===== config.mk =====
export PLATFORM = sky130hd
export DESIGN_NAME = inst_prefetch_bridge
export DESIGN_NICKNAME = d
export VERILOG_FILES = /design/src/rtl/inst_prefetch_bridge_pkg.sv /design/src/rtl/inst_prefetch_bridge_ifq_fifo.sv /design/src/rtl/inst_prefetch_bridge.sv
export SDC_FILE = /design/constraint.sdc
export NUM_CORES = 1
export LEC_CHECK = 0
export ABC_AREA = 1
export CAP_MARGIN = 40
export CELL_PAD_IN_SITES_DETAIL_PLACEMENT = 0
export CELL_PAD_IN_SITES_GLOBAL_PLACEMENT = 2
export CORE_MARGIN = 3
export CORE_UTILIZATION = 36
export DETAILED_ROUTE_END_ITERATION = 10
export PLACE_DENSITY = 0.9
export SLEW_MARGIN = 20
export SYNTH_ARGS = -nofsm -noshare
export SYNTH_HDL_FRONTEND = slang
export SYNTH_SLANG_ARGS = --single-unit

===== constraint.sdc =====
create_clock -name clk -period 7.3 [get_ports clk]
set_input_delay 0.73 -clock clk [delete_from_list [all_inputs] [get_ports clk]]
set_output_delay 0.73 -clock clk [all_outputs]
set_load 0.005 [all_outputs]

===== src/rtl/inst_prefetch_bridge_pkg.sv =====
// rtl/inst_prefetch_bridge_pkg.sv - shared bus widths, fetch increment and FSM encoding for the prefetch bridge
package inst_prefetch_bridge_pkg;

    localparam int INST_ADDR_BUS = 32;
    localparam int INST_BUS      = 32;
    localparam int INST_BYTES    = 4;

    typedef enum logic {
        ST_IDLE = 1'b0,
        ST_RUN  = 1'b1
    } pf_state_e;

    function automatic logic [15:0] sat_inc16(input logic [15:0] v);
        return (v == 16'hFFFF) ? v : v + 16'd1;
    endfunction

endpackage


===== src/rtl/inst_prefetch_bridge_ifq_fifo.sv =====
// rtl/inst_prefetch_bridge_ifq_fifo.sv - DEPTH-entry circular {addr,data} instruction queue with flush
module ifq_fifo #(
    parameter int DEPTH  = 4,
    parameter int ADDR_W = 32,
    parameter int DATA_W = 32
) (
    input  logic                     clk,
    input  logic                     rst,
    input  logic                     push,
    input  logic [ADDR_W-1:0]        push_addr,
    input  logic [DATA_W-1:0]        push_data,
    input  logic                     pop,
    input  logic                     flush,
    output logic                     full,
    output logic                     empty,
    output logic [$clog2(DEPTH):0]   count,
    output logic [ADDR_W-1:0]        head_addr,
    output logic [DATA_W-1:0]        head_data
);

    localparam int IDX_W = $clog2(DEPTH);
    localparam int PTR_W = IDX_W + 1;

    logic [ADDR_W-1:0] addr_mem [DEPTH];
    logic [DATA_W-1:0] data_mem [DEPTH];
    logic [PTR_W-1:0]  wr_ptr;
    logic [PTR_W-1:0]  rd_ptr;
    logic              do_push;
    logic              do_pop;

    assign empty     = (wr_ptr == rd_ptr);
    assign full      = (wr_ptr[IDX_W-1:0] == rd_ptr[IDX_W-1:0]) && (wr_ptr[IDX_W] != rd_ptr[IDX_W]);
    assign count     = wr_ptr - rd_ptr;
    assign head_addr = addr_mem[rd_ptr[IDX_W-1:0]];
    assign head_data = data_mem[rd_ptr[IDX_W-1:0]];

    // A simultaneous pop frees the head slot, so a push into a full queue is legal then.
    assign do_push = push && (!full || pop);
    assign do_pop  = pop && !empty;

    always_ff @(posedge clk) begin
        if (!rst || flush) begin
            wr_ptr <= '0;
            rd_ptr <= '0;
        end else begin
            if (do_push) wr_ptr <= wr_ptr + 1'b1;
            if (do_pop)  rd_ptr <= rd_ptr + 1'b1;
        end
    end

    always_ff @(posedge clk) begin
        if (do_push) begin
            addr_mem[wr_ptr[IDX_W-1:0]] <= push_addr;
            data_mem[wr_ptr[IDX_W-1:0]] <= push_data;
        end
    end

endmodule


===== src/rtl/inst_prefetch_bridge.sv =====
// rtl/inst_prefetch_bridge.sv - sequential instruction prefetcher between core fetch port and pipelined memory
// Optional statistics counters: INST_PREFETCH_STATS_EN
module inst_prefetch_bridge
    import inst_prefetch_bridge_pkg::*;
#(
    parameter int ADDR_W     = INST_ADDR_BUS,
    parameter int DATA_W     = INST_BUS,
    parameter int DEPTH      = 4,
    parameter int MEM_LAT    = 2,
    parameter int INST_BYTES = inst_prefetch_bridge_pkg::INST_BYTES
) (
    input  logic              clk,
    input  logic              rst,
    input  logic              core_req,
    input  logic [ADDR_W-1:0] core_addr,
    output logic              core_valid,
    output logic [DATA_W-1:0] core_data,
    output logic              core_stall,
    output logic              mem_en,
    output logic [ADDR_W-1:0] mem_addr,
    input  logic [DATA_W-1:0] mem_data,
    output logic [15:0]       hit_cnt,
    output logic [15:0]       redir_cnt
);

    pf_state_e          state;
    pf_state_e          state_next;
    logic [ADDR_W-1:0]  pf_addr;
    logic [MEM_LAT-1:0] pipe_vld;
    logic [ADDR_W-1:0]  pipe_addr [MEM_LAT];

    logic               q_full;
    logic               q_empty;
    logic [$clog2(DEPTH):0] q_count;
    logic [ADDR_W-1:0]  q_head_addr;
    logic [DATA_W-1:0]  q_head_data;

    logic               hit;
    logic               redirect;
    logic               issue;
    logic [31:0]        inflight;
    logic [31:0]        occ_after;
    logic [ADDR_W-1:0]  expect_addr;

    ifq_fifo #(
        .DEPTH  (DEPTH),
        .ADDR_W (ADDR_W),
        .DATA_W (DATA_W)
    ) u_ifq (
        .clk       (clk),
        .rst       (rst),
        .push      (pipe_vld[MEM_LAT-1]),
        .push_addr (pipe_addr[MEM_LAT-1]),
        .push_data (mem_data),
        .pop       (hit),
        .flush     (redirect),
        .full      (q_full),
        .empty     (q_empty),
        .count     (q_count),
        .head_addr (q_head_addr),
        .head_data (q_head_data)
    );

    // The outstanding read closest to returning is the next address the core may legally ask for.
    always_comb begin
        inflight    = 32'(mem_en);
        expect_addr = pf_addr;
        if (mem_en) expect_addr = mem_addr;
        for (int i = 0; i < MEM_LAT; i++) begin
            inflight = inflight + 32'(pipe_vld[i]);
            if (pipe_vld[i]) expect_addr = pipe_addr[i];
        end
        if (!q_empty) expect_addr = q_head_addr;
    end

    always_ff @(posedge clk) begin
        if (!rst) state <= ST_IDLE;
        else      state <= state_next;
    end

    always_comb begin
        state_next = state;
        if (state == ST_IDLE && redirect) state_next = ST_RUN;
    end

    always_comb begin
        hit        = 1'b0;
        redirect   = 1'b0;
        issue      = 1'b0;
        occ_after  = 32'(q_count);
        if (rst && core_req) begin
            if (state == ST_IDLE)                              redirect = 1'b1;
            else if (!q_empty && q_head_addr == core_addr)     hit      = 1'b1;
            else if (core_addr != expect_addr)                 redirect = 1'b1;
        end
        occ_after  = 32'(q_count) - 32'(hit);
        if (rst && state == ST_RUN && !redirect && (occ_after + inflight + 32'd1) <= 32'(DEPTH))
            issue = 1'b1;
        core_valid = hit;
        core_data  = hit ? q_head_data : '0;
        core_stall = rst && core_req && !hit;
    end

    // A redirect issues the target directly so the new stream starts one cycle sooner.
    always_ff @(posedge clk) begin
        if (!rst) begin
            mem_en   <= 1'b0;
            mem_addr <= '0;
            pf_addr  <= '0;
            pipe_vld <= '0;
        end else if (redirect) begin
            mem_en   <= 1'b1;
            mem_addr <= core_addr;
            pf_addr  <= core_addr + ADDR_W'(INST_BYTES);
            pipe_vld <= '0;
        end else begin
            mem_en <= issue;
            if (issue) begin
                mem_addr <= pf_addr;
                pf_addr  <= pf_addr + ADDR_W'(INST_BYTES);
            end
            pipe_vld[0] <= mem_en;
            for (int i = 1; i < MEM_LAT; i++) pipe_vld[i] <= pipe_vld[i-1];
        end
    end

    always_ff @(posedge clk) begin
        pipe_addr[0] <= mem_addr;
        for (int i = 1; i < MEM_LAT; i++) pipe_addr[i] <= pipe_addr[i-1];
    end

`ifdef INST_PREFETCH_STATS_EN
    always_ff @(posedge clk) begin
        if (!rst) begin
            hit_cnt   <= '0;
            redir_cnt <= '0;
        end else begin
            if (hit)      hit_cnt   <= sat_inc16(hit_cnt);
            if (redirect) redir_cnt <= sat_inc16(redir_cnt);
        end
    end
`else
    assign hit_cnt   = '0;
    assign redir_cnt = '0;
`endif

endmodule


### Word-level counts from Yosys, hierarchy flattened

Memories as Yosys holds them, arrays and structs flattened. A register that Yosys moved wholly into a read port is not among the register bits.
Index checks and enable logic that the tools add are counted.

| storage, ports and cells | value |
|---|---|
| register bits | 74 |
| bits in writable memories | 320 |
| output and inout bits | 99 |
| word-level logic and storage cells | 71 |
| memories | 3 |

Memories:

| memory | words | bits a word | read ports | clocked after Yosys merged registers in | wr ports | line | text |
|---|---|---|---|---|---|---|---|
| u_ifq.addr_mem | 4 | 32 | 1 | 1 | 1 | inst_prefetch_bridge_ifq_fifo.sv:24 | `logic [ADDR_W-1:0] addr_mem [DEPTH];` |
| u_ifq.data_mem | 4 | 32 | 1 | 1 | 1 | inst_prefetch_bridge_ifq_fifo.sv:25 | `logic [DATA_W-1:0] data_mem [DEPTH];` |
| pipe_addr | 2 | 32 | 2 | 0 | 2 | inst_prefetch_bridge.sv:30 | `logic [ADDR_W-1:0] pipe_addr [MEM_LAT];` |

| operators by class | value |
|---|---|
| $add $sub $neg | 10 |
| order comparisons | 1 |
| equal/unequal tests | 5 |
| mux-type cells | 24 |
| bitwise gates (word level) | 2 |
| reduce and logical (&&, ||, !) cells | 19 |

Operators with widths:

| cell | number |
|---|---|
| $mux 32 | 9 |
| $add 32x3->32 const B | 2 |
| $eq 32x32->1 | 1 |
| $le 32x3->1 const B | 1 |
| $ne 32x32->1 | 1 |
| $mux 1 | 11 |
| $logic_and 1x1->1 | 10 |
| $mux 2 | 4 |
| $add 3x1->3 const B | 2 |
| $add 5x2->6 const B | 1 |
| $add 4x4->5 | 1 |
| $logic_not 1->1 | 5 |
| $sub 3x1->4 | 1 |
| $add 2x1->3 | 1 |
| $eq 3x3->1 | 1 |
| $sub 3x3->3 | 1 |
| $add 1x1->2 | 1 |
| $eq 2x2->1 | 1 |
| $logic_or 1x1->1 | 2 |
| $not 1->1 | 2 |
| $reduce_bool 2->1 | 1 |
| $reduce_or 2->1 | 1 |
| $ne 1x1->1 | 1 |

### Longest topological paths before layout

| depth | value |
|---|---|
| word-level depth | 15 |
| mapped depth | 31 |
| depth with buffers taken out | 29 |

### By module

A second synthesis with hierarchy kept.

| unflattened totals | value |
|---|---|
| cells, all modules | 2162 |
| area total of the unflattened synthesis | 18776.8 µm² |

By module, submodules not included:

| module | times used | cells an instance | area each (µm²) |
|---|---|---|---|
| ifq_fifo | 1 | 693 | 10020.9 |
| inst_prefetch_bridge | 1 | 1469 | 8755.9 |

### Least setup slack after synthesis

Ideal clock, no wire load.

| timing path | value |
|---|---|
| path kind | register to register |
| start | register u_ifq.wr_ptr[0] |
| end | memory u_ifq.addr_mem[3][0] (enable) |
| library setup time | 0.488 ns |
| arrival | 4.869 ns |
| setup slack | 1.943 ns |
| stages on the path, launching flop included | 14 |
| path buffers | 1 |
| period minus slack after synthesis | 5.357 ns |
| path through | dfxtp_1 > inv_1 > ha_1 > nand2_1 > nor2_8 > buf_4 > a21oi_1 > nand4_1 > nor4_1 > and3_1 > nand2_1 > nand3_1 > nand2_1 > nor2_1 |

| on the way | value |
|---|---|
| cells in the longest elaborated chain, start to end | 10 |
| elaborated cells on any way between the ends | 13 |
| those cells by class | eq/ne (2); mux (5); reduce/logical (6) |

Ends and longest elaborated chain:

| element | line | text |
|---|---|---|
| start: declaration | inst_prefetch_bridge_ifq_fifo.sv:26 | `logic [PTR_W-1:0] wr_ptr;` |
| start signal: assignment | inst_prefetch_bridge_ifq_fifo.sv:46 | `if (do_push) wr_ptr <= wr_ptr + 1'b1;` |
| $eq 3x3->1 | inst_prefetch_bridge_ifq_fifo.sv:31 | `assign empty = (wr_ptr == rd_ptr);` |
| $logic_not 1->1 | inst_prefetch_bridge.sv:93 | `else if (!q_empty && q_head_addr == core_addr) hit = 1'b1;` |
| $logic_and 1x1->1 | inst_prefetch_bridge.sv:93 |  |
| $mux 1 | inst_prefetch_bridge.sv:93 |  |
| $mux 1 | inst_prefetch_bridge.sv:92 | `if (state == ST_IDLE) redirect = 1'b1;` |
| $mux 1 | inst_prefetch_bridge.sv:91 | `if (rst && core_req) begin` |
| $logic_or 1x1->1 | inst_prefetch_bridge_ifq_fifo.sv:38 | `assign do_push = push && (!full \|\| pop);` |
| $logic_and 1x1->1 | inst_prefetch_bridge_ifq_fifo.sv:38 |  |
| $mux 1 | inst_prefetch_bridge_ifq_fifo.sv:52 | `if (do_push) begin` |
| $mux 1 (not written as such) | inst_prefetch_bridge_ifq_fifo.sv:53 | `addr_mem[wr_ptr[IDX_W-1:0]] <= push_addr;` |
| end: declaration | inst_prefetch_bridge_ifq_fifo.sv:24 |  |

Several ways; a longest one is shown, not always the timed one.

==> results.md <==
* Total Wirelength at 51200 µm
* Total gr overflow at 0
* DR WL/cell at 18.1 µm
* Setup violations, final at 0
* Clk_lat worst skew at 580 ps
* Fin util at 43.6%
* Number of library cell types mapped by synthesis at 48
* Routed vias at 14.1k
* CTS tree: built
* Hold buffers post-CTS at 0
* Site Rows at 81
* CTS Sinks at 396
* Layout fillers at 4829
* R2R setup slack at 1690 ps
* Max-cap viol count at 0
* Simple-gate share of the synthesized area at 25.9%
* CTS max path bufs at 3
* Initial antenna violation count at 0
* Final min period at 5610 ps
* Detail Placement HPWL at 35000 µm
* FF+latch area at 0.0105 mm²
* Multi-input combinational cell area at 0.00652 mm²
* Critical Path End Type: flip-flop
* F_max at 178 MHz
* Iter 0 DRT Violations at 1198
* RSZ-0062 raised after global routing: no
* Ant. Diodes at 0
* Clk pin slew, worst setup/hold paths at 60 ps
* Worst Max-Slew Pin Slew at 836 ps
* Post-Synth XOR/XNOR Area at 0.629%
* 1st-pass router iterations at 5
* Cts repair resizes at 0
* Hold crit path type: reg -> reg
* Die X at 230 µm
* Pwr/cell area at 244 mW/mm²
* Core ar. at 0.0493 mm²
* Synthesized flop and latch total at 396
* Synth Flop Type: edfxtp_1
* Pin count of the biggest net entering global routing at 67
* Fin. max-slew vios at 0
* H-tree depth at 2
* Crit path setup slack, layout at 1690 ps
* First-pass GRT wire length at 79000 µm
* CP startpoint kind: flip-flop
* DRC Markers at 0
* Vias per cell at 4.96
* Most common cell after layout, fill and taps aside: nand2_1
* Setup Buffers After CTS at 0
* Sequential cell area fraction in the yosys report at 58.0%
* Largest family of logic cells by synthesized area: simple AND/OR/NAND/NOR gates
* Port Buffer Count at 133
* Final setup TNS at 0 ps
* Most frequent cells in the layout: 672 x nand2_1, 256 x edfxtp_1, 238 x nand3_1, 138 x dfxtp_1, 132 x clkdlybuf4s50_1
* Worst EP arrival at 6080 ps
* Synth Area in Adders at 1.16%
* Worst EP required at 7770 ps
* Root buffer cell: clkbuf_16
* Die area at 0.0530 mm²
* Vias in the first global route at 13.4k
* Cell Area, Synth at 0.0181 mm²
* Hold Path Cell Cnt at 0
* Compound-gate portion of the synthesized area at 7.45%
* Final-report hold violation count at 0
* CP max FO at 66
* Post-synth EDFFs at 256
* Mapped Cells at 2027
* Post-synthesis mux area share at 0%
* Layout cells sized above 1 at 6.96%
* Tcrit/Tclk final at 76.9%
* Layout area overhead at 18.6%
* Ys Warns at 0
* Peak supply drop at 0.163 mV
* Asr flop ratio synth at 0%
* Placed cell areas at 0.0200 mm²
* Starting Density at 36.7%
* Post-Place Setup Slack at 1740 ps
* Skew final at 26.2 ps
* Final nets at 2218
* Die Height at 230 µm
* Kind of critical path: reg -> reg
* GRT Util Overall at 19.0%
* Hold Startpoint: pipe_addr[0][13]
* Routability cong. at 0.844
* Fin area at 0.0215 mm²
* Num CTS Buffers at 44
* Worst Hold End: pipe_addr[0][45]
* Mapped Avg Cell Area at 8.93 µm²
* P_leak at 8.62 nW
* ANT nets after route at 0
* Status: finished, final reports clean
* Rel. slew slack at 44.3%
* R2R Path End: pf_addr[29]
* Worst r2r path cells at 26
* Boundary Pins at 166
power by group:
group | internal [mW] | switching, mW
registers | 2.46 | 0.0693
logic | 0.166 | 0.271
clock network | 1.37 | 0.913
critical path, cell delays in order (launching register included):
cell	delay [ps]
dfxtp_4	350
buf_4	550
buf_4	700
nand2_1	110
nand3_1	120
nand2_1	150
xor2_1	160
nand4_1	110
nor3_1	190
and3_1	230
nand2_1	100
inv_1	150
ha_1	250
ha_1	230
fa_1	490
nand2_1	50
o21ai_0	60
nand2_1	60
nand2_1	50
nand4_1	90
a21boi_4	180
inv_2	330
buf_4	420
nand2_1	80
nand3b_1	160
nand2_1	70
nor2_1	30
cell families (layout without fill, tap and decap cells):
family | Yosys count | count (layout)
adder cells (fa/ha/maj) | 15 | 15
other | 1 | 32
AND/OR/NAND/NOR | 1107 | 1107
AO/OA/AOI/OAI | 227 | 227
flip-flops | 396 | 396
buffers and inverters | 268 | 381
XOR/XNOR | 13 | 13
synthesized netlist by cell type, types with 2 or more instances:
| master | number | area (µm²) |
|---|---|---|
| clkbuf_1 | 40 | 150 |
| edfxtp_1 | 256 | 7690 |
| buf_6 | 7 | 78.8 |
| nand3_1 | 238 | 1190 |
| o21ai_1 | 5 | 25.0 |
| nor4_1 | 2 | 12.5 |
| dfxtp_1 | 140 | 2800 |
| nor2_4 | 2 | 22.5 |
| a21oi_1 | 107 | 536 |
| a31oi_1 | 2 | 12.5 |
| nand3_2 | 3 | 30.0 |
| o21ai_0 | 50 | 250 |
| o22ai_1 | 3 | 18.8 |
| o221ai_1 | 4 | 35.0 |
| buf_2 | 38 | 190 |
| buf_1 | 7 | 26.3 |
| nor3_1 | 6 | 30.0 |
| nand2_2 | 7 | 43.8 |
| or2_2 | 11 | 68.8 |
| nand4_1 | 11 | 68.8 |
| or2_1 | 6 | 37.5 |
| nor2_1 | 124 | 465 |
| inv_2 | 6 | 22.5 |
| xor2_1 | 12 | 105 |
| o2111ai_1 | 2 | 17.5 |
| nor2_2 | 6 | 37.5 |
| a21boi_1 | 2 | 15.0 |
| o21ai_2 | 6 | 52.6 |
| buf_4 | 39 | 293 |
| o211ai_1 | 6 | 45.0 |
| inv_1 | 131 | 492 |
| fa_1 | 3 | 60.1 |
| a211oi_1 | 6 | 45.0 |
| or2_0 | 6 | 37.5 |
| nand2_1 | 672 | 2520 |
| ha_1 | 12 | 150 |
| a221oi_1 | 32 | 280 |
| nand3b_1 | 7 | 52.6 |
final cells by class:
class / count / share of cell area [%]
repair buffers: 163 / 7.53
inverters: 137 / 2.40
multi-input cells: 1394 / 30.3
flip-flops and latches: 396 / 48.9
clock buffers: 55 / 5.51
well taps: 664 / 3.87
clock inverters: 26 / 1.48
per-layer routing:
layer	global-route usage (%)	routed length [µm]	share of wire, %	vias to the layer above
met1	27.1	24100	47	6670
li1	-	-	-	6965
met4	5.07	1280	2.5	0
met3	3.43	2790	5.4	70
met2	29.9	23100	45	367
met5	0	0	0	-
metrics by stage:
stage	cells	hold slack [ps]	power (mW)
global route	2835	351	5.46
floorplan	2058	323	2.82
CTS	2834	339	5.31
detailed placement	2753	330	3.01
finish	2835	338	5.25
global placement	2750	329	3.00
how the worst max path moves through the flow:
stage	endpoint	slack (ps)	cells after the start
4_1_cts	pf_addr[29]	1670	24
3_5_place_dp	pf_addr[29]	1740	26
5_1_grt	pf_addr[29]	1180	26
3_3_place_gp	pf_addr[29]	1780	24
6_report	pf_addr[29]	1690	26
2_1_floorplan	u_ifq.addr_mem[3][0]	1940	13
state kept, by name, indices dropped and copies added, names as in the netlist, named ones only:
signal	flops
u_ifq.addr_mem	128
u_ifq.data_mem	128
pipe_addr	64
mem_addr	32
pf_addr	32
u_ifq.rd_ptr	3
u_ifq.wr_ptr	3
pipe_vld	2
mem_en	1
state	1
Note: power is estimated with default switching activity, not from simulation.
